## config.mk

```make
export PLATFORM = sky130hd
export DESIGN_NAME = axi_burst_arbiter_flat
export DESIGN_NICKNAME = d
export VERILOG_FILES = /design/src/rtl/axi_burst_arbiter_if.sv /design/src/rtl/axi_burst_arbiter.sv /design/src/flat_wrapper.sv
export SDC_FILE = /design/constraint.sdc
export NUM_CORES = 1
export LEC_CHECK = 0
export CAP_MARGIN = 5
export CORE_UTILIZATION = 52
export CTS_CLUSTER_SIZE = 8
export DETAILED_ROUTE_END_ITERATION = 7
export PLACE_DENSITY = 0.85
export SLEW_MARGIN = 10
export SYNTH_ARGS = -nofsm -noshare
export SYNTH_HDL_FRONTEND = slang
export SYNTH_SLANG_ARGS = --single-unit
```

## constraint.sdc

```tcl
create_clock -name clk -period 9.5 [get_ports clk]
set_clock_uncertainty 0.15 [all_clocks]
set_input_delay 1.425 -clock clk [delete_from_list [all_inputs] [get_ports clk]]
set_output_delay 1.425 -clock clk [all_outputs]
set_load 0.005 [all_outputs]
```

## src/rtl/axi_burst_arbiter_if.sv

```systemverilog
// Channel-side and AXI-master-side signals of the burst arbiter.
// master = arbiter (drives grants and burst requests), slave = channels plus AXI master.
interface axi_burst_arbiter_if #(
    parameter int CH_NUM = 4,
    parameter int ADDR_W = 30,
    parameter int LEN_W  = 8
);
    logic [CH_NUM-1:0]        ch_req;
    logic [CH_NUM*ADDR_W-1:0] ch_beg_addr;
    logic [CH_NUM*ADDR_W-1:0] ch_end_addr;
    logic [CH_NUM*LEN_W-1:0]  ch_burst_len;
    logic [CH_NUM-1:0]        ch_addr_load;
    logic [CH_NUM-1:0]        ch_grant;
    logic [CH_NUM-1:0]        ch_done;
    logic                     axi_start;
    logic [ADDR_W-1:0]        axi_addr;
    logic [LEN_W-1:0]         axi_len;
    logic                     axi_ready;
    logic                     axi_done;

    modport master (
        input  ch_req, ch_beg_addr, ch_end_addr, ch_burst_len, ch_addr_load,
        input  axi_ready, axi_done,
        output ch_grant, ch_done, axi_start, axi_addr, axi_len
    );

    modport slave (
        output ch_req, ch_beg_addr, ch_end_addr, ch_burst_len, ch_addr_load,
        output axi_ready, axi_done,
        input  ch_grant, ch_done, axi_start, axi_addr, axi_len
    );
endinterface

```

## src/rtl/axi_burst_arbiter.sv

```systemverilog
// Round-robin arbiter feeding one AXI burst master from CH_NUM circular address regions.
// axi_start 2 cycles after a request in IDLE; waits on axi_ready before arbitrating, holds grant until axi_done.
module axi_burst_arbiter #(
    parameter int CH_NUM = 4,
    parameter int ADDR_W = 30,
    parameter int LEN_W  = 8,
    parameter int DATA_W = 64
) (
    input  logic                clk,
    input  logic                rst,
    axi_burst_arbiter_if.master bus
);
    localparam int BYTES  = DATA_W / 8;
    localparam int IDX_W  = (CH_NUM > 1) ? $clog2(CH_NUM) : 1;
    localparam int SPAN_W = ADDR_W + 1;

    typedef enum logic [1:0] {IDLE, ARB, START, WAIT} state_t;

    state_t              state_q;
    logic [CH_NUM-1:0]   grant_q;
    logic [CH_NUM-1:0]   done_q;
    logic [CH_NUM-1:0]   load_pend_q;
    logic                axi_start_q;
    logic [ADDR_W-1:0]   axi_addr_q;
    logic [LEN_W-1:0]    axi_len_q;
    logic [IDX_W-1:0]    rr_q;
    logic [IDX_W-1:0]    gnt_idx_q;
    logic [ADDR_W-1:0]   ptr_q [CH_NUM];

    logic                sel_vld_d;
    logic [IDX_W-1:0]    sel_idx_d;
    logic [IDX_W-1:0]    scan_idx;

    // Scan from the far end back toward rr_q so the closest requester wins.
    always_comb begin
        sel_vld_d = 1'b0;
        sel_idx_d = '0;
        scan_idx  = '0;
        for (int k = CH_NUM - 1; k >= 0; k--) begin
            scan_idx = IDX_W'((int'(rr_q) + k) % CH_NUM);
            if (bus.ch_req[scan_idx]) begin
                sel_vld_d = 1'b1;
                sel_idx_d = scan_idx;
            end
        end
    end

    logic [ADDR_W-1:0] beg_g;
    logic [ADDR_W-1:0] end_g;
    logic [SPAN_W-1:0] span_d;
    logic [SPAN_W-1:0] nxt_d;
    logic [SPAN_W-1:0] last_d;
    logic [ADDR_W-1:0] adv_addr_d;

    assign beg_g      = bus.ch_beg_addr[gnt_idx_q*ADDR_W +: ADDR_W];
    assign end_g      = bus.ch_end_addr[gnt_idx_q*ADDR_W +: ADDR_W];
    assign span_d     = (SPAN_W'(axi_len_q) + SPAN_W'(1)) * SPAN_W'(BYTES);
    assign nxt_d      = {1'b0, ptr_q[gnt_idx_q]} + span_d;
    assign last_d     = nxt_d + span_d - SPAN_W'(1);
    // Wrap when the following burst would not fit entirely inside the region.
    assign adv_addr_d = (last_d > {1'b0, end_g}) ? beg_g : nxt_d[ADDR_W-1:0];

    always_ff @(posedge clk) begin
        if (rst) begin
            state_q     <= IDLE;
            grant_q     <= '0;
            done_q      <= '0;
            load_pend_q <= '0;
            axi_start_q <= 1'b0;
            axi_addr_q  <= '0;
            axi_len_q   <= '0;
            rr_q        <= '0;
            gnt_idx_q   <= '0;
            for (int i = 0; i < CH_NUM; i++) begin
                ptr_q[i] <= bus.ch_beg_addr[i*ADDR_W +: ADDR_W];
            end
        end else begin
            done_q <= '0;
            // A channel being granted this cycle already has its pointer latched, so defer its reload.
            for (int i = 0; i < CH_NUM; i++) begin
                if (bus.ch_addr_load[i]) begin
                    if (grant_q[i] || (state_q == ARB && sel_vld_d && sel_idx_d == IDX_W'(i))) begin
                        load_pend_q[i] <= 1'b1;
                    end else begin
                        ptr_q[i] <= bus.ch_beg_addr[i*ADDR_W +: ADDR_W];
                    end
                end
            end

            case (state_q)
                IDLE: begin
                    if ((|bus.ch_req) && bus.axi_ready) begin
                        state_q <= ARB;
                    end
                end
                ARB: begin
                    if (sel_vld_d) begin
                        grant_q     <= CH_NUM'(1) << sel_idx_d;
                        gnt_idx_q   <= sel_idx_d;
                        axi_addr_q  <= ptr_q[sel_idx_d];
                        axi_len_q   <= bus.ch_burst_len[sel_idx_d*LEN_W +: LEN_W];
                        axi_start_q <= 1'b1;
                        state_q     <= START;
                    end else begin
                        state_q <= IDLE;
                    end
                end
                START: begin
                    axi_start_q <= 1'b0;
                    state_q     <= WAIT;
                end
                WAIT: begin
                    if (bus.axi_done) begin
                        done_q[gnt_idx_q]      <= 1'b1;
                        grant_q                <= '0;
                        rr_q                   <= (gnt_idx_q == IDX_W'(CH_NUM - 1)) ? '0 : gnt_idx_q + IDX_W'(1);
                        load_pend_q[gnt_idx_q] <= 1'b0;
                        ptr_q[gnt_idx_q]       <= (bus.ch_addr_load[gnt_idx_q] || load_pend_q[gnt_idx_q])
                                                  ? beg_g : adv_addr_d;
                        state_q                <= IDLE;
                    end
                end
                default: state_q <= IDLE;
            endcase
        end
    end

    assign bus.ch_grant  = grant_q;
    assign bus.ch_done   = done_q;
    assign bus.axi_start = axi_start_q;
    assign bus.axi_addr  = axi_addr_q;
    assign bus.axi_len   = axi_len_q;
endmodule

```

## src/flat_wrapper.sv

```systemverilog
// flat-port wrapper written by rule: the top's interface ports become plain ports
module axi_burst_arbiter_flat 
#(
    parameter int CH_NUM = 4,
    parameter int ADDR_W = 30,
    parameter int LEN_W  = 8,
    parameter int DATA_W = 64
)
  (clk, rst, bus_ch_req, bus_ch_beg_addr, bus_ch_end_addr, bus_ch_burst_len, bus_ch_addr_load, bus_axi_ready, bus_axi_done, bus_ch_grant, bus_ch_done, bus_axi_start, bus_axi_addr, bus_axi_len);
  axi_burst_arbiter_if #(.CH_NUM(CH_NUM), .ADDR_W(ADDR_W), .LEN_W(LEN_W)) bus_i ();
  input  logic clk;
  input  logic rst;
  input wire logic [$bits(bus_i.ch_req)-1:0] bus_ch_req;
  input wire logic [$bits(bus_i.ch_beg_addr)-1:0] bus_ch_beg_addr;
  input wire logic [$bits(bus_i.ch_end_addr)-1:0] bus_ch_end_addr;
  input wire logic [$bits(bus_i.ch_burst_len)-1:0] bus_ch_burst_len;
  input wire logic [$bits(bus_i.ch_addr_load)-1:0] bus_ch_addr_load;
  input wire logic [$bits(bus_i.axi_ready)-1:0] bus_axi_ready;
  input wire logic [$bits(bus_i.axi_done)-1:0] bus_axi_done;
  output wire logic [$bits(bus_i.ch_grant)-1:0] bus_ch_grant;
  output wire logic [$bits(bus_i.ch_done)-1:0] bus_ch_done;
  output wire logic [$bits(bus_i.axi_start)-1:0] bus_axi_start;
  output wire logic [$bits(bus_i.axi_addr)-1:0] bus_axi_addr;
  output wire logic [$bits(bus_i.axi_len)-1:0] bus_axi_len;
  assign bus_i.ch_req = bus_ch_req;
  assign bus_i.ch_beg_addr = bus_ch_beg_addr;
  assign bus_i.ch_end_addr = bus_ch_end_addr;
  assign bus_i.ch_burst_len = bus_ch_burst_len;
  assign bus_i.ch_addr_load = bus_ch_addr_load;
  assign bus_i.axi_ready = bus_axi_ready;
  assign bus_i.axi_done = bus_axi_done;
  assign bus_ch_grant = bus_i.ch_grant;
  assign bus_ch_done = bus_i.ch_done;
  assign bus_axi_start = bus_i.axi_start;
  assign bus_axi_addr = bus_i.axi_addr;
  assign bus_axi_len = bus_i.axi_len;
  axi_burst_arbiter #(.CH_NUM(CH_NUM), .ADDR_W(ADDR_W), .LEN_W(LEN_W), .DATA_W(DATA_W)) u_core (.clk(clk), .rst(rst), .bus(bus_i));
endmodule
```

==> results by group <==
Synth
  • Syn_nets: 1880
  • Post-synthesis sequential area ratio: 0.333
  • Netlist area before placement: 14400 um2
  • Synth cell types: 62
  • Post-Syn Area per Cell: 9.50 um2
  • Top FF cell, synth: edfxtp_1
  • Syn Inst Count: 1512
  • FF+latch count, synth: 179
  • Post-synth EDFFs: 120
  • Yosys warning count: 0
  • Async SR Flop Fraction: 0

Floorplan
  • Boundary pin count: 331
  • Die height: 168 um
  • Starting Density: 0.532
  • CORE AREA: 27000 um2
  • Die width: 168 um
  • Die area: 28300 um2
  • Number of cell rows: 60

Pwr
  • Switching power: 1.16 mW
  • Sw Ratio: 0.382
  • Int Power: 1.88 mW
  • P per Cell Area: 165 nW/um2
  • Pleak: 6.82 nW
  • Clock Power Share: 0.229
  • Gate power share: 0.464
  • Peak VDD IR: 0.108 mV
  • Seq pwr share: 0.307

Timing
  • Achievable Freq: 117 MHz
  • Final hold violation count: 0
  • Final setup viols: 0
  • Pins Over Slew Limit: 0
  • Post-layout min period: 8.56 ns
  • Setup TNS: 0 ns
  • RSZ-0062 raised after global routing: false
  • Fin crit share: 0.901
  • Max transition margin: 0.294
  • Slew @ Worst Pin: 1.05 ns

Clock network
  • Worst-path clk slew: 0.07 ns
  • CTS sink count: 179
  • H-tree level count: 4
  • Clock Latency Late Sink: 0.44 ns
  • Setup Buffers After CTS: 0
  • Post-CTS sizing: 0
  • Hold_buf cts: 0
  • Clk root buf: clkbuf_16
  • TritonCTS Buffers: 17
  • Worst-case clock buffer depth: 2
  • TritonCTS clock tree: yes

Routing
  • Vias per cell: 6.60
  • Avg WL per Cell: 22.6 um
  • Initial DRC Count: 1697
  • Routed wire length: 48.3 mm
  • DRC violations left: 0
  • Post-route ant nets: 0
  • First-pass DRT Iterations: 6
  • Vias: 14100

Run status
  • Status: finished clean

GRT
  • Grt ovf: 0
  • Vias in the first global route: 13600
  • First-pass GRT wire length: 73.9 mm
  • GRT Total Usage: 0.340
  • Largest net degree at the start of global routing: 82
  • Initial antenna violation count: 3

Critical path
  • Worst Setup Path Type: reg -> reg
  • Peak fanout along the critical path: 28
  • WP data required: 9.50 ns
  • CP peak stage delay: 0.53 ns
  • Slowest CP cell: dfxtp_1
  • Critical Path End Type: flop
  • Setup crit start kind: flop
  • CP most frequent cell: a21o_1
  • Crit path DAT: 8.57 ns
  • R2r worst-path depth: 30

Job
  • Maxcap violations: 0

Placement
  • Gpl congestion: 0.932
  • DP HPWL: 34.3 mm
  • Number of I/O port buffers: 330

Min path
  • Hold Path Depth: 2
  • Hold WC Path Type: reg -> reg

Cells and area
  • Layout area overhead: 28.3%
  • Final Net Count: 2148
  • Layout filler cell count: 2053
  • Post-Route Utilization: 0.682
  • Share of post-route cells with drive strength above 1: 0.113
==> path summary, 6_finish.rpt <==
path / slack [ns] / start / end
max: 0.94 / flop / u_core.ptr_q[0][1]
min: 0.33 / u_core.load_pend_q[2] / u_core.load_pend_q[2]
max reg2reg: 0.94 / flop / u_core.ptr_q[0][1]
min reg2reg: 0.33 / u_core.load_pend_q[2] / u_core.load_pend_q[2]
==> critical path, delay by kind of cell (launching register included) <==
kind,cells,cell delay [ns]
muxes,1,0.43
and+or+nand+nor,5,1.06
buffers and inverters,4,1.11
DFF,1,0.53
adders and majority gates,3,1.06
AOI/OAI and AO/OA,15,3.40
xor gates and xnor gates,2,0.50
==> power groups by stage <==
stage	Clock, mW	Sequential, mW	Combinational (mW)
6_report	0.697	0.935	1.41
3_3_place_gp	0	0.946	1.32
2_1_floorplan	0	0.933	0.958
3_5_place_dp	0	0.949	1.37
5_1_grt	0.730	0.940	1.53
4_1_cts	0.697	0.933	1.38
==> state kept, by name, summed over array words and instances, names as in the netlist, named ones only <==
signal	flops
u_core.bus.axi_addr	30
u_core.bus.axi_len	8
u_core.bus.axi_start	1
u_core.bus.ch_done	4
u_core.bus.ch_grant	4
u_core.gnt_idx_q	2
u_core.load_pend_q	4
u_core.ptr_q	120
u_core.rr_q	2
u_core.state_q	1
==> cells by family (layout without fill, tap and decap cells) <==
group                    after synthesis  in the layout  share of synthesized area
AND/OR/NAND/NOR                      481            481                      0.163
adder cells (fa/ha/maj)               84             84                     0.0742
multiplexers                          97             97                      0.145
AO/OA/AOI/OAI                        420            420                      0.194
flip-flops                           179            179                      0.333
other                                  0              1                          0
XOR/XNOR                              55             55                     0.0348
buffers and inverters                196            477                     0.0566
==> synth_stat cells (38+ instances only) <==
cell / count / area [um2]
a311oi_1: 38 / 333
nor2_1: 201 / 754
ha_1: 82 / 1030
inv_1: 91 / 342
a211oi_1: 47 / 353
dfxtp_1: 59 / 1180
edfxtp_1: 120 / 3600
clkbuf_1: 83 / 312
nand2_1: 121 / 454
and2_1: 45 / 282
mux4_2: 88 / 1980
a31oi_1: 126 / 788
a21oi_1: 84 / 420
==> cells in the final DEF, fill, tap and decap left out, types with 8 or more instances in the layout <==
master / n
clkbuf_16: 17
and3_1: 9
mux4_2: 88
a211oi_1: 46
o21ai_1: 22
clkdlybuf4s50_1: 329
a311oi_1: 38
ha_1: 82
buf_4: 24
a21o_1: 28
nor2_1: 201
xor2_1: 24
xnor2_1: 30
nor2b_1: 11
nand4_1: 11
inv_1: 91
o21ai_2: 8
o21ai_0: 25
nand2_1: 121
and2_1: 41
or3_4: 26
dfxtp_1: 56
o21a_1: 9
nand3_1: 18
a31oi_1: 126
a21oi_1: 83
nor3_1: 10
edfxtp_1: 120
==> cell type report <==
| class | count | area (um2) | area share |
|---|---|---|---|
| multi-input combinational | 1137 | 8810 | 0.478 |
| sequential | 179 | 4790 | 0.260 |
| timing repair buffer | 354 | 3480 | 0.189 |
| clock buffer | 18 | 429 | 0.0233 |
| tap | 341 | 427 | 0.0232 |
| inverter | 91 | 342 | 0.0185 |
| clock inverter | 14 | 148 | 0.00801 |
| antenna | 1 | 2.50 | 0.000136 |
==> stage by stage <==
stage	power, mW	setup WS (ns)	cell area, um2	hold slack, ns	cells
2_1_floorplan	1.89	1.65	14400	0.297	1512
3_3_place_gp	2.26	1.34	17800	0.308	2102
3_5_place_dp	2.32	1.16	17800	0.314	2102
4_1_cts	3.01	1.09	18400	0.326	2134
5_1_grt	3.20	0.427	18400	0.345	2134
6_report	3.04	0.936	18400	0.330	2135
==> metal layers <==
| metal | global-route usage | wire length [um] | up-vias |
|---|---|---|---|
| met5 | 0 | 13 | - |
| met4 | 0.130 | 1530 | 2 |
| met3 | 0.0870 | 6240 | 144 |
| met2 | 0.581 | 23400 | 1066 |
| met1 | 0.412 | 17100 | 6634 |
| li1 | - | - | 6240 |
No activity file was read; power rests on OpenSTA's default activity.
